## config.mk

```make
export PLATFORM = sky130hd
export DESIGN_NAME = mem_seq
export DESIGN_NICKNAME = d
export VERILOG_FILES = /design/src/rtl/mem_seq.sv
export SDC_FILE = /design/constraint.sdc
export NUM_CORES = 1
export LEC_CHECK = 0
export CAP_MARGIN = 20
export CORE_AREA = 5 5 72 74
export DETAILED_ROUTE_END_ITERATION = 16
export DIE_AREA = 0 0 77 79
export PLACE_DENSITY = 0.95
export SLEW_MARGIN = 15
export SYNTH_ARGS = -nofsm -noshare
export SYNTH_HDL_FRONTEND = slang
export SYNTH_SLANG_ARGS = --single-unit
export TNS_END_PERCENT = 20
```

## constraint.sdc

```tcl
create_clock -name clk -period 3.66 [get_ports clk]
set_input_delay 0.732 -clock clk [delete_from_list [all_inputs] [get_ports clk]]
set_output_delay 0.732 -clock clk [all_outputs]
set_load 0.03 [all_outputs]
```

## src/rtl/mem_seq.sv

```systemverilog
// mem_seq: byte-burst memory sequencer with read/write handshakes, abort and address wrap.
module mem_seq (
    input  logic        clk,
    input  logic        reset,
    input  logic        start,
    input  logic        write,
    input  logic [15:0] addr_start,
    input  logic [7:0]  len,
    input  logic        abort,
    input  logic [7:0]  wr_data,
    input  logic        wr_valid,
    output logic        wr_ready,
    output logic [7:0]  rd_data,
    output logic        rd_valid,
    input  logic        rd_ready,
    output logic        busy,
    output logic        done,
    output logic [15:0] addr_out,
    output logic        bus_dir,
    output logic        load_main,
    output logic        assert_main,
    output logic [7:0]  main_out,
    input  logic [7:0]  mem_data
);
    typedef enum logic [1:0] {IDLE, RD, WR, DONE} state_t;
    state_t      state_q, state_d;
    logic [15:0] addr_q, addr_d;
    logic [7:0]  count_q, count_d;
    logic        rd_mode, wr_mode, beat;

    assign rd_mode = state_q == RD;
    assign wr_mode = state_q == WR;
    assign beat    = (rd_mode && rd_ready) || (wr_mode && wr_valid);

    always_ff @(posedge clk) begin
        if (reset) begin
            state_q <= IDLE;
            addr_q  <= 16'h0000;
            count_q <= 8'h00;
        end else begin
            state_q <= state_d;
            addr_q  <= addr_d;
            count_q <= count_d;
        end
    end

    // An aborted beat is still written to memory but never advances the address.
    always_comb begin
        state_d = state_q;
        addr_d  = addr_q;
        count_d = count_q;
        case (state_q)
            IDLE: if (start && !abort) begin
                if (len == 8'h00) state_d = DONE;
                else begin
                    addr_d  = addr_start;
                    count_d = len;
                    state_d = write ? WR : RD;
                end
            end
            RD, WR: if (abort) state_d = IDLE;
            else if (beat) begin
                addr_d  = addr_q + 16'h0001;
                count_d = count_q - 8'h01;
                state_d = (count_q == 8'h01) ? DONE : state_q;
            end
            DONE: state_d = IDLE;
            default: state_d = IDLE;
        endcase
    end

    always_comb begin
        addr_out    = addr_q;
        busy        = rd_mode || wr_mode;
        done        = state_q == DONE;
        bus_dir     = !wr_mode;
        assert_main = !rd_mode;
        rd_valid    = rd_mode;
        rd_data     = rd_mode ? mem_data : 8'h00;
        wr_ready    = wr_mode;
        main_out    = wr_mode ? wr_data : 8'h00;
        load_main   = !(wr_mode && wr_valid);
    end
endmodule

```

==> impl_metrics.py, run 1 <==
metrics = {
    "clock_tree": {
        "cts_hold_buf": 0,
        "cts_setup_buffers": 0,
        "cts_tree": "done",
        "cts_resized": 0,
        "numCtsBuffers": 3,
        "ctsRootBufferMaster": "clkbuf_8",
        "clkSinkCount": 26,
        "clk_pin_slew_worst_paths_ns": 0.09,
        "clk_path_buf_depth": 2,
        "cts-htree-levels": 1,
        "clkLatencyLatePin_ns": 0.27,
    },
    "detailed_routing": {
        "dr_total_vias": 2150,
        "routedWlPerCell_um": 14.8,
        "wl_um": 5720,
        "drt-initial-drc-count": 255,
        "drcViolationCount": 0,
        "ant_nets": 0,
        "drt_pre_antenna_iters": 4,
        "vias_per_cell": 5.57,
    },
    "power": {
        "power_leakage_nw": 0.992,
        "p_per_area_nw_per_um2": 761,
        "vdd_drop_max_uv": 434,
    },
    "place": {
        "hpwl_um": 4250,
        "dp_slack_ns": 0.608,
        "io_buffers": 85,
        "place_congestion": 0.800,
    },
    "status": {
        "status": "complete, no violations",
    },
    "finish": {
        "ff_latch_area_um2": 520,
        "antenna_cells": 0,
        "final_cell_mix": "85 x clkdlybuf4s50_1, 33 x o21ai_0, 30 x a21oi_1",
        "nets": 388,
        "area_delta_synth_final_pct": 44.3,
        "final_layout_size_suffix_gt1_share_pct": 7.53,
        "final_common_cell": "clkdlybuf4s50_1",
        "multi_input_area_um2": 1240,
        "fillers": 390,
    },
    "sta": {
        "worstMarginPinSlew_ns": 0.942,
        "rsz0062_at_grt": "no",
        "hold_viol_final": 0,
        "maxSlewHeadroom_pct": 37.2,
        "slew_violations": 0,
        "fin_crit_sh_pct": 77.2,
        "finalSetupViolCount": 0,
        "fin_setup_tns_ns": 0,
        "period_needed_ns": 2.83,
        "worst_slack_ns": 0.833,
        "clock-skew-final_ns": 0.00354,
        "timing.fmax_ghz": 0.354,
    },
    "critical_path": {
        "criticalPathCategory": "primary input to flop",
        "required_ns": 3.82,
        "crit_path_start_kind": "primary input",
        "crit_fanout": 27,
        "crit_chain": "clkdlybuf4s50_1, a22oi_1, o21ai_0, o21a_1, o21ai_0, a221oi_1",
        "max_stage_delay_ns": 0.81,
        "r2r_start": "state_q[0]",
        "critical_path.n_buffers_inverters": 1,
        "worstPathArrival_ns": 2.99,
        "slowest_stage": "o21a_1",
        "cp_common_cell": "o21ai_0",
        "critPathCaptureType": "flop",
        "crit_start": "wr_valid",
        "crit_family": "compound AO/OA/AOI/OAI gates",
    },
    "logic_synthesis": {
        "synth.net_count": 310,
        "synth_seq_cells": 26,
        "synth_cells": 255,
        "avgSynthCellArea_um2": 7.65,
        "synth_largest_area_cell": "dfxtp_1",
        "yosysWarnings": 0,
        "synth.distinct_cells": 45,
        "async_flop_share_pct": 0,
        "synth_edf_count": 0,
        "synthFlopType": "dfxtp_1",
        "synthesis.area_um2": 1950,
        "synthDominantCellAreaShare_pct": 26.7,
        "ys_top_cells_by_area": "dfxtp_1 27%, o21ai_0 8.5%, a21oi_1 7.7%",
        "synth-seq-area-share_pct": 26.7,
    },
    "global_routing": {
        "grt_pass1_wl_um": 9400,
        "antenna_found_initial": 0,
        "grt_max_degree": 32,
        "grt_overflow_total": 0,
        "grt_pass1_vias": 2048,
        "grt.total_usage_pct": 18.2,
    },
    "worst_hold_path": {
        "hp-class": "flop to flop",
        "hold_start": "addr_out[15]",
    },
    "floorplanning": {
        "io_pins": 86,
        "core_area_um2": 4540,
        "die_w_um": 77,
        "initial_utilization_pct": 43.0,
        "die_h_um": 79,
        "dieArea_um2": 6080,
        "fp-row-count": 25,
    },
    "run": {
        "max_cap_viol_count": 0,
    },
}
-- where the power goes --
group / internal (W) / switching (W)
sequential: 0.000380 / 0.000109
combinational: 0.000602 / 0.000864
clock: 0.0000962 / 0.0000912
-- flip-flops by register name, summed over array words and instances, names as in the netlist --
| signal | cells |
|---|---|
| count_q | 8 |
| state_q | 2 |
| addr_out | 16 |
-- final cells by class --
| class | instances | share of cell area, % |
|---|---|---|
| multi-input combinational | 200 | 44.2 |
| timing repair buffer | 89 | 31.3 |
| sequential | 26 | 18.5 |
| tap | 54 | 2.40 |
| clock buffer | 4 | 1.95 |
| inverter | 13 | 1.73 |
-- cell usage after synthesis (2+ instances only) --
library cell,number
clkbuf_8,4
o21a_1,5
or4_4,3
inv_1,13
nand2b_1,4
and3_1,3
o32ai_1,3
nor2_1,15
a211oi_2,4
nand4_1,2
and2b_2,6
ha_1,8
nand3_1,8
nor4_1,5
and4_1,2
and2_1,16
buf_6,2
o21ai_0,33
a21oi_1,30
a211oi_1,2
nor2b_1,5
a31oi_1,2
nand2_1,20
dfxtp_1,26
mux2i_1,2
clkbuf_1,5
nor3_1,5
clkbuf_2,2
o2bb2ai_1,4
-- cells by family (layout without fill, tap and decap cells) --
kind of cell | Yosys count | after routing | share of synthesized area [%]
AO/OA/AOI/OAI | 91 | 91 | 28.8
flip-flops | 26 | 26 | 26.7
multiplexers | 2 | 2 | 1.03
AND/OR/NAND/NOR | 99 | 99 | 28.8
buffers and inverters | 29 | 106 | 9.62
adder cells (fa/ha/maj) | 8 | 8 | 5.13
-- worst paths after layout --
kind,cells after the start,slack (ns),end
setup / recovery,6,0.83,addr_out[0]
hold / removal,2,0.50,addr_out[15]
setup reg to reg,7,0.85,addr_out[0]
hold reg to reg,2,0.50,addr_out[15]
-- worst reg2reg max path: cells and delay by family, from the launching register on --
| family | cells | cell delay (ns) |
|---|---|---|
| AO/OA/AOI/OAI | 5 | 1.85 |
| adder cells (fa/ha/maj) | 1 | 0.39 |
| flip-flops | 1 | 0.35 |
| buffers and inverters | 1 | 0.12 |
-- per-layer routing --
metal	routed length, µm	GRT usage (%)
met2	2870	31.3
met1	2440	23.5
met3	344	3.40
met4	68	4.12
met5	0	0
-- per-stage QoR --
step | cell area (µm²) | power [W] | hold WS (ns) | cells | utilization, %
floorplan | 1950 | 0.00157 | 0.455 | 255 | -
global placement | 2760 | 0.00191 | 0.467 | 382 | 60.9
detailed placement | 2760 | 0.00195 | 0.489 | 382 | 60.9
CTS | 2820 | 0.00214 | 0.502 | 386 | 62.1
global route | 2820 | 0.00230 | 0.533 | 386 | 62.1
finish | 2820 | 0.00214 | 0.504 | 386 | 62.1
Note: power is estimated with default switching activity, not from simulation.
==> inputs of run 2 (changes only) <==
- CORE_AREA: 5 5 72 74 -> 5 5 78 80
- DIE_AREA: 0 0 77 79 -> 0 0 83 85
- PLACE_DENSITY: 0.95 -> 0.86
- clock period: 3.66 -> 2.4 ns (I/O delays scaled with it)
==> impl_metrics.py, run 2 (synthesis results as in run 1) <==
metrics = {
    "detailed_routing": {
        "wl_um": 5750,
        "ant_nets": 0,
        "routedWlPerCell_um": 14.1,
        "drt_pre_antenna_iters": 4,
        "drt-initial-drc-count": 246,
        "vias_per_cell": 5.27,
        "dr_total_vias": 2157,
        "drcViolationCount": 0,
    },
    "finish": {
        "final_common_cell": "clkdlybuf4s50_1",
        "largest_register_ffs": 16,
        "final_cell_mix": "74 x clkdlybuf4s50_1, 33 x o21ai_0, 30 x a21oi_1",
        "final_layout_size_suffix_gt1_share_pct": 9.79,
        "area_delta_synth_final_pct": 49.7,
        "multi_input_area_um2": 1250,
        "nets": 394,
        "ff_latch_area_um2": 520,
        "fillers": 509,
        "finalInstanceArea_um2": 2920,
        "post-route-util_pct": 54.8,
        "final-instance-count-excl-fill": 409,
        "antenna_cells": 0,
    },
    "critical_path": {
        "critPathCaptureType": "primary output",
        "critical_path.n_buffers_inverters": 2,
        "crit_fanout": 11,
        "slowest_stage": "clkdlybuf4s50_1",
        "criticalPathCategory": "flop to primary output",
        "required_ns": 1.92,
        "crit_chain": "inv_1, ha_2, and2_1, clkdlybuf4s50_1",
        "crit_family": "buffers and inverters",
        "crit_path_start_kind": "flop",
        "worstPathArrival_ns": 1.84,
        "max_stage_delay_ns": 0.67,
    },
    "place": {
        "postPlaceCellArea_um2": 2850,
        "hpwl_um": 4260,
        "place_congestion": 0.830,
        "dp_cells": 406,
        "dp_slack_ns": -0.0583,
        "io_buffers": 85,
    },
    "floorplanning": {
        "io_pins": 86,
        "die_h_um": 85,
        "fp-row-count": 27,
        "core_area_um2": 5340,
        "die_w_um": 83,
        "dieArea_um2": 7060,
        "initial_utilization_pct": 36.6,
    },
    "power": {
        "power_leakage_nw": 1.19,
        "p_per_area_nw_per_um2": 1120,
        "vdd_drop_max_uv": 596,
    },
    "global_routing": {
        "grt.total_usage_pct": 15.7,
        "grt_overflow_total": 0,
        "grt_pass1_vias": 2086,
        "antenna_found_initial": 0,
        "grt_pass1_wl_um": 9470,
        "grt_max_degree": 38,
    },
    "sta": {
        "worst_slack_ns": 0.0807,
        "clock-skew-final_ns": 0.00259,
        "maxSlewHeadroom_pct": 72.7,
        "fin_crit_sh_pct": 96.6,
        "finalSetupViolCount": 0,
        "slew_violations": 0,
        "worstMarginPinSlew_ns": 0.406,
        "period_needed_ns": 2.32,
        "hold_viol_final": 0,
        "timing.fmax_ghz": 0.431,
    },
    "clock_tree": {
        "clkSinkCount": 26,
        "cts-htree-levels": 1,
        "ctsRootBufferMaster": "clkbuf_8",
        "numCtsBuffers": 3,
        "clkLatencyLatePin_ns": 0.27,
        "cts_tree": "done",
        "cts_hold_buf": 0,
        "clk_pin_slew_worst_paths_ns": 0.09,
        "clk_path_buf_depth": 2,
    },
    "status": {
        "status": "complete, no violations",
    },
    "worst_hold_path": {
        "hp-class": "flop to flop",
    },
    "run": {
        "max_cap_viol_count": 0,
    },
}
==> run 2: area by class of cell <==
| cell class | instances | area share (%) |
|---|---|---|
| multi-input combinational | 200 | 42.7 |
| timing repair buffer | 95 | 33.3 |
| sequential | 26 | 17.8 |
| tap | 72 | 3.08 |
| inverter | 13 | 1.67 |
| clock buffer | 3 | 1.41 |
==> run 2: final timing paths <==
| kind | startpoint | endpoint | slack, ns | cells past startpoint |
|---|---|---|---|---|
| worst max-delay path | state_q[1] | rd_data[0] | 0.08 | 4 |
| worst max register to register | state_q[0] | addr_out[0] | 0.33 | 8 |
| worst min-delay path | count_q[7] | count_q[7] | 0.49 | 2 |
| worst min register to register | count_q[7] | count_q[7] | 0.49 | 2 |
==> run 2: where the power goes <==
| group | internal, W | switching, W | leakage, nW |
|---|---|---|---|
| clock network | 0.000113 | 0.000135 | 0.0216 |
| registers | 0.000580 | 0.000171 | 0.212 |
| logic | 0.000971 | 0.00131 | 0.960 |
==> run 2: routing by layer <==
layer  global-route usage, %  wire [µm]
met5                       0          0
met4                    2.97         39
met3                    3.59        302
met2                    28.0       2980
met1                    19.4       2430
==> run 2: metrics by stage <==
stage          hold WS, ns  power (W)  setup TNS [ns]
2_1_floorplan        0.455    0.00240               0
3_3_place_gp         0.468    0.00298         -0.0819
3_5_place_dp         0.486    0.00302          -0.239
4_1_cts              0.498    0.00329               0
5_1_grt              0.514    0.00354         -0.0629
6_report             0.493    0.00328               0
==> run 2: worst register-to-register path, delay by kind of cell (launching register included) <==
family	cells	cell delay (ns)
compound gates	5	1.05
flops	1	0.35
buf+inv	2	0.30
fa+ha+maj	1	0.29
==> run 2: repair_timing <==
item | 4_1_cts | 5_1_grt
hold endpoints to repair | 0 | 0
endpoints found under the setup margin | 8 | 16
pin swaps | 0 | 0
gates resized for setup | 1 | 11
setup buffers | 0 | 0
==> inputs of run 3 (changes only) <==
- GPL_ROUTABILITY_DRIVEN: not set -> 1
==> results of run 3 <==
Final layout, timing and power as in run 2 (identical DEF).
